===== src/rtl/cart_responder.sv =====
`timescale 1ns/1ps
`default_nettype none
// ============================================================================
// Module      : cart_responder
// Description : Game Boy cartridge-bus responder. Synchronises the
//               asynchronous cartridge bus into clk_8m, serves claimed reads
//               through a local request/valid memory port, and turns claimed
//               write strobes into an {address, data} event stream.
//               Macro CART_RESPONDER_WFIFO_EN selects a WFIFO_DEPTH-entry
//               first-word-fall-through write FIFO; without it a single
//               holding register buffers write events.
// Revision    : 1.0 - initial release
// ============================================================================
module cart_responder #(
    parameter int SYNC_STAGES = 2,
    parameter int WFIFO_DEPTH = 4
) (
    input  logic        clk_8m,
    input  logic        rst,
    input  logic [15:0] gb_a,
    input  logic [7:0]  gb_d_in,
    input  logic        gb_nrd,
    input  logic        gb_nwr,
    input  logic        gb_ncs,
    output logic [7:0]  gb_d_out,
    output logic        gb_d_oe,
    output logic [15:0] mem_addr,
    output logic        mem_rd,
    input  logic [7:0]  mem_data,
    input  logic        mem_valid,
    output logic [15:0] wr_addr,
    output logic [7:0]  wr_data,
    output logic        wr_valid,
    input  logic        wr_ready,
    output logic        overflow
);

    // Synchroniser word: {valid, nrd, nwr, ncs, data[7:0], addr[15:0]}.
    // The valid bit marks stages that hold a real pin sample rather than
    // the reset image, so no write edge is inferred from reset values.
    localparam logic [27:0] c_SYNC_IDLE = {1'b0, 3'b111, 8'h00, 16'h0000};

    typedef enum logic [1:0] {
        ST_IDLE  = 2'd0,
        ST_FETCH = 2'd1,
        ST_WAIT  = 2'd2,
        ST_DRIVE = 2'd3
    } state_t;

    logic [27:0] r_sync [SYNC_STAGES];
    logic [27:0] w_sync;
    logic        w_s_vld;
    logic        w_s_nrd;
    logic        w_s_nwr;
    logic        w_s_ncs;
    logic [7:0]  w_s_d;
    logic [15:0] w_s_a;
    logic        w_claimed;
    logic        r_nwr_prev;
    logic        r_prev_vld;
    logic        w_wr_event;
    state_t      r_state;

    // Multi-stage synchronisers on every asynchronous cartridge input
    always_ff @(posedge clk_8m) begin
        if (rst) begin
            for (int i = 0; i < SYNC_STAGES; i++) begin
                r_sync[i] <= c_SYNC_IDLE;
            end
        end else begin
            r_sync[0] <= {1'b1, gb_nrd, gb_nwr, gb_ncs, gb_d_in, gb_a};
            for (int i = 1; i < SYNC_STAGES; i++) begin
                r_sync[i] <= r_sync[i-1];
            end
        end
    end

    assign w_sync  = r_sync[SYNC_STAGES-1];
    assign w_s_vld = w_sync[27];
    assign w_s_nrd = w_sync[26];
    assign w_s_nwr = w_sync[25];
    assign w_s_ncs = w_sync[24];
    assign w_s_d   = w_sync[23:16];
    assign w_s_a   = w_sync[15:0];

    // ROM window is the lower half; external RAM is 0xA000-0xBFFF with /CS low
    assign w_claimed = ~w_s_a[15] | (~w_s_ncs & (w_s_a[15:13] == 3'b101));

    // Previous write strobe level, used to find falling edges of s_nwr
    always_ff @(posedge clk_8m) begin
        if (rst) begin
            r_nwr_prev <= 1'b1;
            r_prev_vld <= 1'b0;
        end else begin
            r_nwr_prev <= w_s_nwr;
            r_prev_vld <= w_s_vld;
        end
    end

    // Both samples of the edge must come from the pin, not from reset values
    assign w_wr_event = w_s_vld & r_prev_vld & r_nwr_prev & ~w_s_nwr & w_claimed;

    // Read state machine: fetch from local memory, then drive the bus
    always_ff @(posedge clk_8m) begin
        if (rst) begin
            r_state  <= ST_IDLE;
            gb_d_oe  <= 1'b0;
            gb_d_out <= 8'h00;
            mem_rd   <= 1'b0;
            mem_addr <= 16'h0000;
        end else begin
            mem_rd <= 1'b0;
            case (r_state)
                ST_IDLE: begin
                    if (!w_s_nrd && w_claimed) begin
                        r_state  <= ST_FETCH;
                        mem_addr <= w_s_a;
                        mem_rd   <= 1'b1;
                    end
                end
                ST_FETCH: begin
                    // mem_valid in this cycle is deliberately not looked at
                    r_state <= w_s_nrd ? ST_IDLE : ST_WAIT;
                end
                ST_WAIT: begin
                    if (w_s_nrd) begin
                        r_state <= ST_IDLE;
                    end else if (mem_valid) begin
                        r_state  <= ST_DRIVE;
                        gb_d_out <= mem_data;
                        gb_d_oe  <= 1'b1;
                    end
                end
                ST_DRIVE: begin
                    if (w_s_nrd) begin
                        r_state <= ST_IDLE;
                        gb_d_oe <= 1'b0;
                    end else if (w_s_a != mem_addr) begin
                        gb_d_oe <= 1'b0;
                        if (w_claimed) begin
                            r_state  <= ST_FETCH;
                            mem_addr <= w_s_a;
                            mem_rd   <= 1'b1;
                        end else begin
                            r_state <= ST_IDLE;
                        end
                    end
                end
                default: begin
                    r_state <= ST_IDLE;
                    gb_d_oe <= 1'b0;
                end
            endcase
        end
    end

`ifdef CART_RESPONDER_WFIFO_EN
    localparam int c_AW = $clog2(WFIFO_DEPTH);

    logic [23:0]   r_fifo_mem [WFIFO_DEPTH];
    logic [c_AW:0] r_wptr;
    logic [c_AW:0] r_rptr;
    logic [23:0]   w_head;
    logic          w_empty;
    logic          w_full;
    logic          w_pop;
    logic          w_push;

    assign w_empty = (r_wptr == r_rptr);
    assign w_full  = (r_wptr[c_AW] != r_rptr[c_AW]) &&
                     (r_wptr[c_AW-1:0] == r_rptr[c_AW-1:0]);
    assign w_pop   = ~w_empty & wr_ready;
    // A full FIFO still accepts when the head leaves in the same cycle
    assign w_push  = w_wr_event & (~w_full | w_pop);
    assign w_head  = r_fifo_mem[r_rptr[c_AW-1:0]];

    assign wr_valid = ~w_empty;
    assign wr_addr  = w_empty ? 16'h0000 : w_head[23:8];
    assign wr_data  = w_empty ? 8'h00    : w_head[7:0];

    // FIFO storage; contents are don't-care while empty
    always_ff @(posedge clk_8m) begin
        if (w_push) begin
            r_fifo_mem[r_wptr[c_AW-1:0]] <= {w_s_a, w_s_d};
        end
    end

    // FIFO pointers and sticky overflow
    always_ff @(posedge clk_8m) begin
        if (rst) begin
            r_wptr   <= '0;
            r_rptr   <= '0;
            overflow <= 1'b0;
        end else begin
            if (w_push) begin
                r_wptr <= r_wptr + (c_AW+1)'(1);
            end
            if (w_pop) begin
                r_rptr <= r_rptr + (c_AW+1)'(1);
            end
            if (w_wr_event && w_full && !w_pop) begin
                overflow <= 1'b1;
            end
        end
    end
`else
    logic        r_hold_vld;
    logic [15:0] r_hold_addr;
    logic [7:0]  r_hold_data;

    assign wr_valid = r_hold_vld;
    assign wr_addr  = r_hold_addr;
    assign wr_data  = r_hold_data;

    // Single-entry holding register; a same-cycle pop frees it for the new event
    always_ff @(posedge clk_8m) begin
        if (rst) begin
            r_hold_vld  <= 1'b0;
            r_hold_addr <= 16'h0000;
            r_hold_data <= 8'h00;
            overflow    <= 1'b0;
        end else begin
            if (w_wr_event && (!r_hold_vld || wr_ready)) begin
                r_hold_vld  <= 1'b1;
                r_hold_addr <= w_s_a;
                r_hold_data <= w_s_d;
            end else if (r_hold_vld && wr_ready) begin
                r_hold_vld <= 1'b0;
            end
            if (w_wr_event && r_hold_vld && !wr_ready) begin
                overflow <= 1'b1;
            end
        end
    end
`endif

endmodule
`default_nettype wire


===== config.mk =====
export PLATFORM = sky130hd
export DESIGN_NAME = cart_responder
export DESIGN_NICKNAME = d
export VERILOG_FILES = /design/src/rtl/cart_responder.sv
export SDC_FILE = /design/constraint.sdc
export NUM_CORES = 1
export LEC_CHECK = 0
export ABC_CLOCK_PERIOD_IN_PS = 2000
export CAP_MARGIN = 20
export CORE_MARGIN = 2
export CORE_UTILIZATION = 40
export CTS_BUF_LIST = sky130_fd_sc_hd__clkbuf_8
export DETAILED_ROUTE_END_ITERATION = 10
export PLACE_DENSITY = 0.66
export SLEW_MARGIN = 0
export SYNTH_ARGS = -nofsm -noshare
export SYNTH_HDL_FRONTEND = slang
export SYNTH_SLANG_ARGS = --single-unit

===== constraint.sdc =====
create_clock -name clk_8m -period 2 [get_ports clk_8m]
set_input_delay 0.6 -clock clk_8m [delete_from_list [all_inputs] [get_ports clk_8m]]
set_output_delay 0.6 -clock clk_8m [all_outputs]
set_load 0.1 [all_outputs]

[Word level (Yosys, flattened, before mapping)]
Memory sizes are Yosys's and may differ from the RTL's.
Index checks and enable logic that the tools add are counted.
Storage, ports and cells
  register bits: 56
  bits in writable memories: 56
  input port bits: 39
  output and inout port bits: 52
  word-level logic and storage cells: 84
  memories kept: 1
Operators by class
  equal/unequal tests: 13
  muxes and demuxes: 30
  bitwise gates (word level): 12
  reductions and logical operators: 17
Memory list
  r_sync: depth 2, width 28, rd ports 2, clocked after Yosys merged registers in 0, wr ports 2, line 50  | logic [27:0] r_sync [SYNC_STAGES];
Operators by type and width (count)
  $mux W16: 4
  $mux W28: 2
  $pmux W16 S2: 1
  $ne A16 B16 Y1: 1
  $mux W1: 14
  $mux W2: 6
  $ne A2 B2 Y1 const B: 6
  $pmux W2 S4: 1
  $ne A3 B3 Y1 const B: 2
  $reduce_and A3 Y1: 2
  $reduce_bool A2 Y1: 3
  $and A1 B1 Y1: 5
  $logic_and A1 B1 Y1: 5
  $reduce_and A5 Y1: 1
  $eq A2 B2 Y1 const B: 2
  $not A1 Y1: 4
  $pmux W1 S2: 2
  $reduce_and A4 Y1: 1
  $eq A3 B3 Y1 const B: 1
  $logic_not A1 Y1: 3
  $or A1 B1 Y1: 3
  $eq A2 B1 Y1 const B: 1
  $logic_not A2 Y1: 1
  $logic_or A1 B1 Y1: 1

[Logic depth before layout (Yosys ltp)]
An unclocked memory read counts as a cell.
  word-level depth: 8
  gate-level depth with buffers: 8

[Worst setup path before layout]
Ideal clock, no wire load.
  kind: reg-to-reg
  from: register mem_addr[2]
  to: register mem_addr[15]
  arrival time: 2162 ps
  data required time: 1879 ps
  setup slack: -282 ps
  cell stages (with the launch flop): 7
  clock period less this slack: 2282 ps
  cells stage by stage: dfxtp_1 xnor2_1 nand4_1 nor4_4 a211oi_4 buf_6 mux2i_1
Between the ends
  word-level cells in the longest chain between the ends: 3
Ends and longest elaborated chain
  start, declared: line 27  | output logic [15:0] mem_addr,
  start signal, assigned: line 117  | mem_addr <= w_s_a;
  start signal, assigned: line 142  | mem_addr <= w_s_a;
  $ne A16 B16 Y1: line 138  | end else if (w_s_a != mem_addr) begin
  $ne A2 B2 Y1 (no source line)
  $reduce_and A5 Y1 (no source line)
Every way passes these cells.
A chain may end at the register's enable or synchronous reset.

==> impl_metrics.env <==
export IMPL_wl_per_cell_um=12.5
export IMPL_crit_fanout=4
export IMPL_hpwlAfterDp_mm=5.45
export IMPL_grt_pass1_vias=2610
export IMPL_antenna_left=0
export IMPL_syn2layout_area_growth_pct=50.4
export IMPL_hold_class="reg2reg"
export IMPL_die_h_um=102
export IMPL_min_path_cells=1
export IMPL_stdcell_area_mm2=0.00583
export IMPL_clk_path_buf_depth=2
export IMPL_grt_use_met2_pct=23.6
export IMPL_core_mm2=0.00933
export IMPL_start_kind="register"
export IMPL_grt_overflow=0
export IMPL_period_minus_slack_ns=1.75
export IMPL_fin_nets=514
export IMPL_irDropWorstVdd_mv=0.348
export IMPL_total_leakage_power_nw=2.23
export IMPL_ctsResizeCount=0
export IMPL_cts_max_level=3
export IMPL_io_pins=91
export IMPL_numPortBuffers=90
export IMPL_path_cells="nor3b_2 > o21bai_1 > buf_4 > a221oi_1 > mux2i_1"
export IMPL_grtUsageTotal_pct=15.3
export IMPL_clkLatencyLatePin_ns=0.36
export IMPL_post_dp_cell_area_mm2=0.00561
export IMPL_avgViaCountPerCell=4.47
export IMPL_syn_instance_count=362
export IMPL_slowest_delay_ns=0.49
export IMPL_worst_endpoint_required_ns=2.29
export IMPL_grt_max_degree=50
export IMPL_end_kind="register"
export IMPL_synthMuxAreaShare_pct=12.9
export IMPL_antenna_found_initial=0
export IMPL_crit_arrival_ns=2.04
export IMPL_setup_viol=0
export IMPL_maxCapViolCount=0
export IMPL_finalSetupTns_ns=0
export IMPL_power_density_mw_per_mm2=686
export IMPL_worst_slew_pin_slew_ns=0.504
export IMPL_relSlewSlack_pct=66.0
export IMPL_synth_seq_cells=112
export IMPL_top_usage_layer="met2"
export IMPL_drt_iter0_drc=58
export IMPL_cts_buffers=9
export IMPL_clockRootBuffer="clkbuf_8"
export IMPL_synth_cell_type_count=30
export IMPL_r2r_cells=5
export IMPL_clk_pin_slew_ns=0.10
export IMPL_seq_area_frac_synth_pct=57.8
export IMPL_drv_slew=0
export IMPL_status="finished clean"
export IMPL_fmax_mhz=572
export IMPL_dieArea_mm2=0.0105
export IMPL_diodes=0
export IMPL_synth_area_mm2=0.00388
export IMPL_synth_compound_area_share_pct=2.32
export IMPL_worst_clock_skew_ns=0.0105
export IMPL_drc=0
export IMPL_cts_tree="done"
export IMPL_yosys_area_share_simple_pct=19.3
export IMPL_crit_slowest_cell="a221oi_1"
export IMPL_synth_fa_ha_area_share_pct=1.29
export IMPL_syn_num_nets=405
export IMPL_fin_crit_sh_pct=87.3
export IMPL_vias=2702
export IMPL_synth_xor_area_share_pct=3.61
export IMPL_layout_drive_gt1_share_pct=25.8
export IMPL_cts_num_sinks=112
export IMPL_row_count=35
export IMPL_wl_mm=7.54
export IMPL_grtUsageMet1_pct=20.6
export IMPL_avgSynthCellArea_um2=10.7
export IMPL_start_util_pct=41.6
export IMPL_hold_viol=0
export IMPL_synth_top_family_by_area="simple AND/OR/NAND/NOR gates"
export IMPL_rsz0062_at_grt="no"
export IMPL_use_met3_pct=3.42
export IMPL_synth_warnings=0
export IMPL_gp_congestion=0.793
export IMPL_first_pass_iters=4
export IMPL_die_w_um=102
export IMPL_crit_type="reg2reg"
export IMPL_grt_pass1_wl_mm=12.3
==> synthesized netlist by cell type <==
library cell / instances / area share, %
dfxtp_1: 112 / 58
nor2b_1: 53 / 8.5
mux2i_1: 50 / 13
nor2_1: 36 / 3.5
nand2_1: 34 / 3.3
xnor2_1: 16 / 3.6
clkbuf_1: 14 / 1.4
or2_2: 7 / 1.1
inv_1: 5 / 0.48
ha_1: 4 / 1.3
nand4_1: 4 / 0.65
o21ai_0: 4 / 0.52
a21oi_1: 2 / 0.26
buf_4: 2 / 0.39
nand2b_1: 2 / 0.32
nor3_1: 2 / 0.26
o21bai_1: 2 / 0.39
a211oi_4: 1 / 0.52
a221oi_1: 1 / 0.23
a311oi_1: 1 / 0.23
and2_1: 1 / 0.16
and4b_1: 1 / 0.26
buf_2: 1 / 0.13
buf_6: 1 / 0.29
inv_2: 1 / 0.097
nor3b_2: 1 / 0.32
nor4_4: 1 / 0.55
o21a_1: 1 / 0.19
or3_1: 1 / 0.16
or4_1: 1 / 0.19
==> critical path, delay by kind of cell, from the launching register on <==
kind            cells  cell delay [ns]
buf+inv             1             0.16
compound gates      2             0.64
flops               1             0.41
simple gates        1             0.23
mux                 1             0.24
==> metrics by stage <==
| stage | std cells | total power, mW | utilization [%] | worst slack, ns | hold slack, ns |
|---|---|---|---|---|---|
| 6_report | 605 | 4.00 | 62.5 | 0.253 | 0.424 |
| 5_1_grt | 605 | 4.17 | 62.5 | 0.0897 | 0.435 |
| 4_1_cts | 605 | 4.05 | 62.5 | 0.253 | 0.424 |
| 3_5_place_dp | 587 | 2.73 | 60.1 | -0.0432 | 0.403 |
| 3_3_place_gp | 587 | 2.72 | 60.1 | 0.00888 | 0.397 |
| 2_1_floorplan | 362 | 2.57 | - | 0.0431 | 0.389 |
==> power breakdown <==
part           total [mW]  internal (mW)  switching [mW]
combinational       0.354          0.186           0.168
clock                1.32          0.547           0.775
sequential           2.33           2.29          0.0324
total                4.00           3.03           0.976
==> sequential cells by signal, summed over array words and instances (netlist names) <==
name / cells
overflow: 1
r_nwr_prev: 1
r_prev_vld: 1
mem_rd: 1
mem_addr: 16
wr_valid: 1
wr_addr: 16
gb_d_out: 8
gb_d_oe: 1
r_sync: 56
wr_data: 8
r_state: 2
==> final cells by class <==
class / count / area (um^2)
clock inverters: 5 / 47.5
clock buffers: 11 / 151
repair buffers: 116 / 1650
well taps: 129 / 161
inverters: 6 / 22.5
multi-input cells: 226 / 1540
flip-flops and latches: 112 / 2260
fillers: 765 / 3490
==> repair_timing <==
action,in CTS,in global routing
hold buffers,0,0
buffers inserted,2,0
setup endpoints to repair,16,0
==> placed cells by master (no fill, tap or decap), types with 4 or more instances in the layout <==
cell / synthesis / layout
mux2i_1: 50 / 50
buf_4: 2 / 24
buf_12: 0 / 55
nand4_1: 4 / 4
clkdlybuf4s50_1: 0 / 37
xnor2_1: 16 / 16
or2_2: 7 / 7
nor2_1: 36 / 36
dfxtp_1: 112 / 96
nor2b_1: 53 / 52
dfxtp_2: 0 / 16
clkbuf_8: 0 / 11
o21ai_0: 4 / 4
inv_1: 5 / 5
nand2_1: 34 / 34
ha_1: 4 / 4
==> metal layers <==
layer	vias to the layer above	wire [um]
li1	1381	-
met1	1240	3560
met2	71	3490
met3	10	355
met4	0	131
met5	-	0
==> cell families (layout without fill, tap and decap cells) <==
logic type,Yosys count,after routing
mux,50,50
fa+ha+maj,4,4
buf+inv,24,138
compound gates,12,12
flops,112,112
xor+xnor,16,16
simple gates,144,144
==> worst paths after layout <==
| path | slack (ns) | endpoint | start |
|---|---|---|---|
| setup reg to reg | 0.25 | r_state[0] | r_sync[0][41] |
| setup / recovery | 0.25 | r_state[0] | r_sync[0][41] |
| hold reg to reg | 0.42 | r_sync[0][52] | r_sync[0][24] |
| hold / removal | 0.42 | r_sync[0][52] | r_sync[0][24] |
Power figures use the tool's default switching activity.
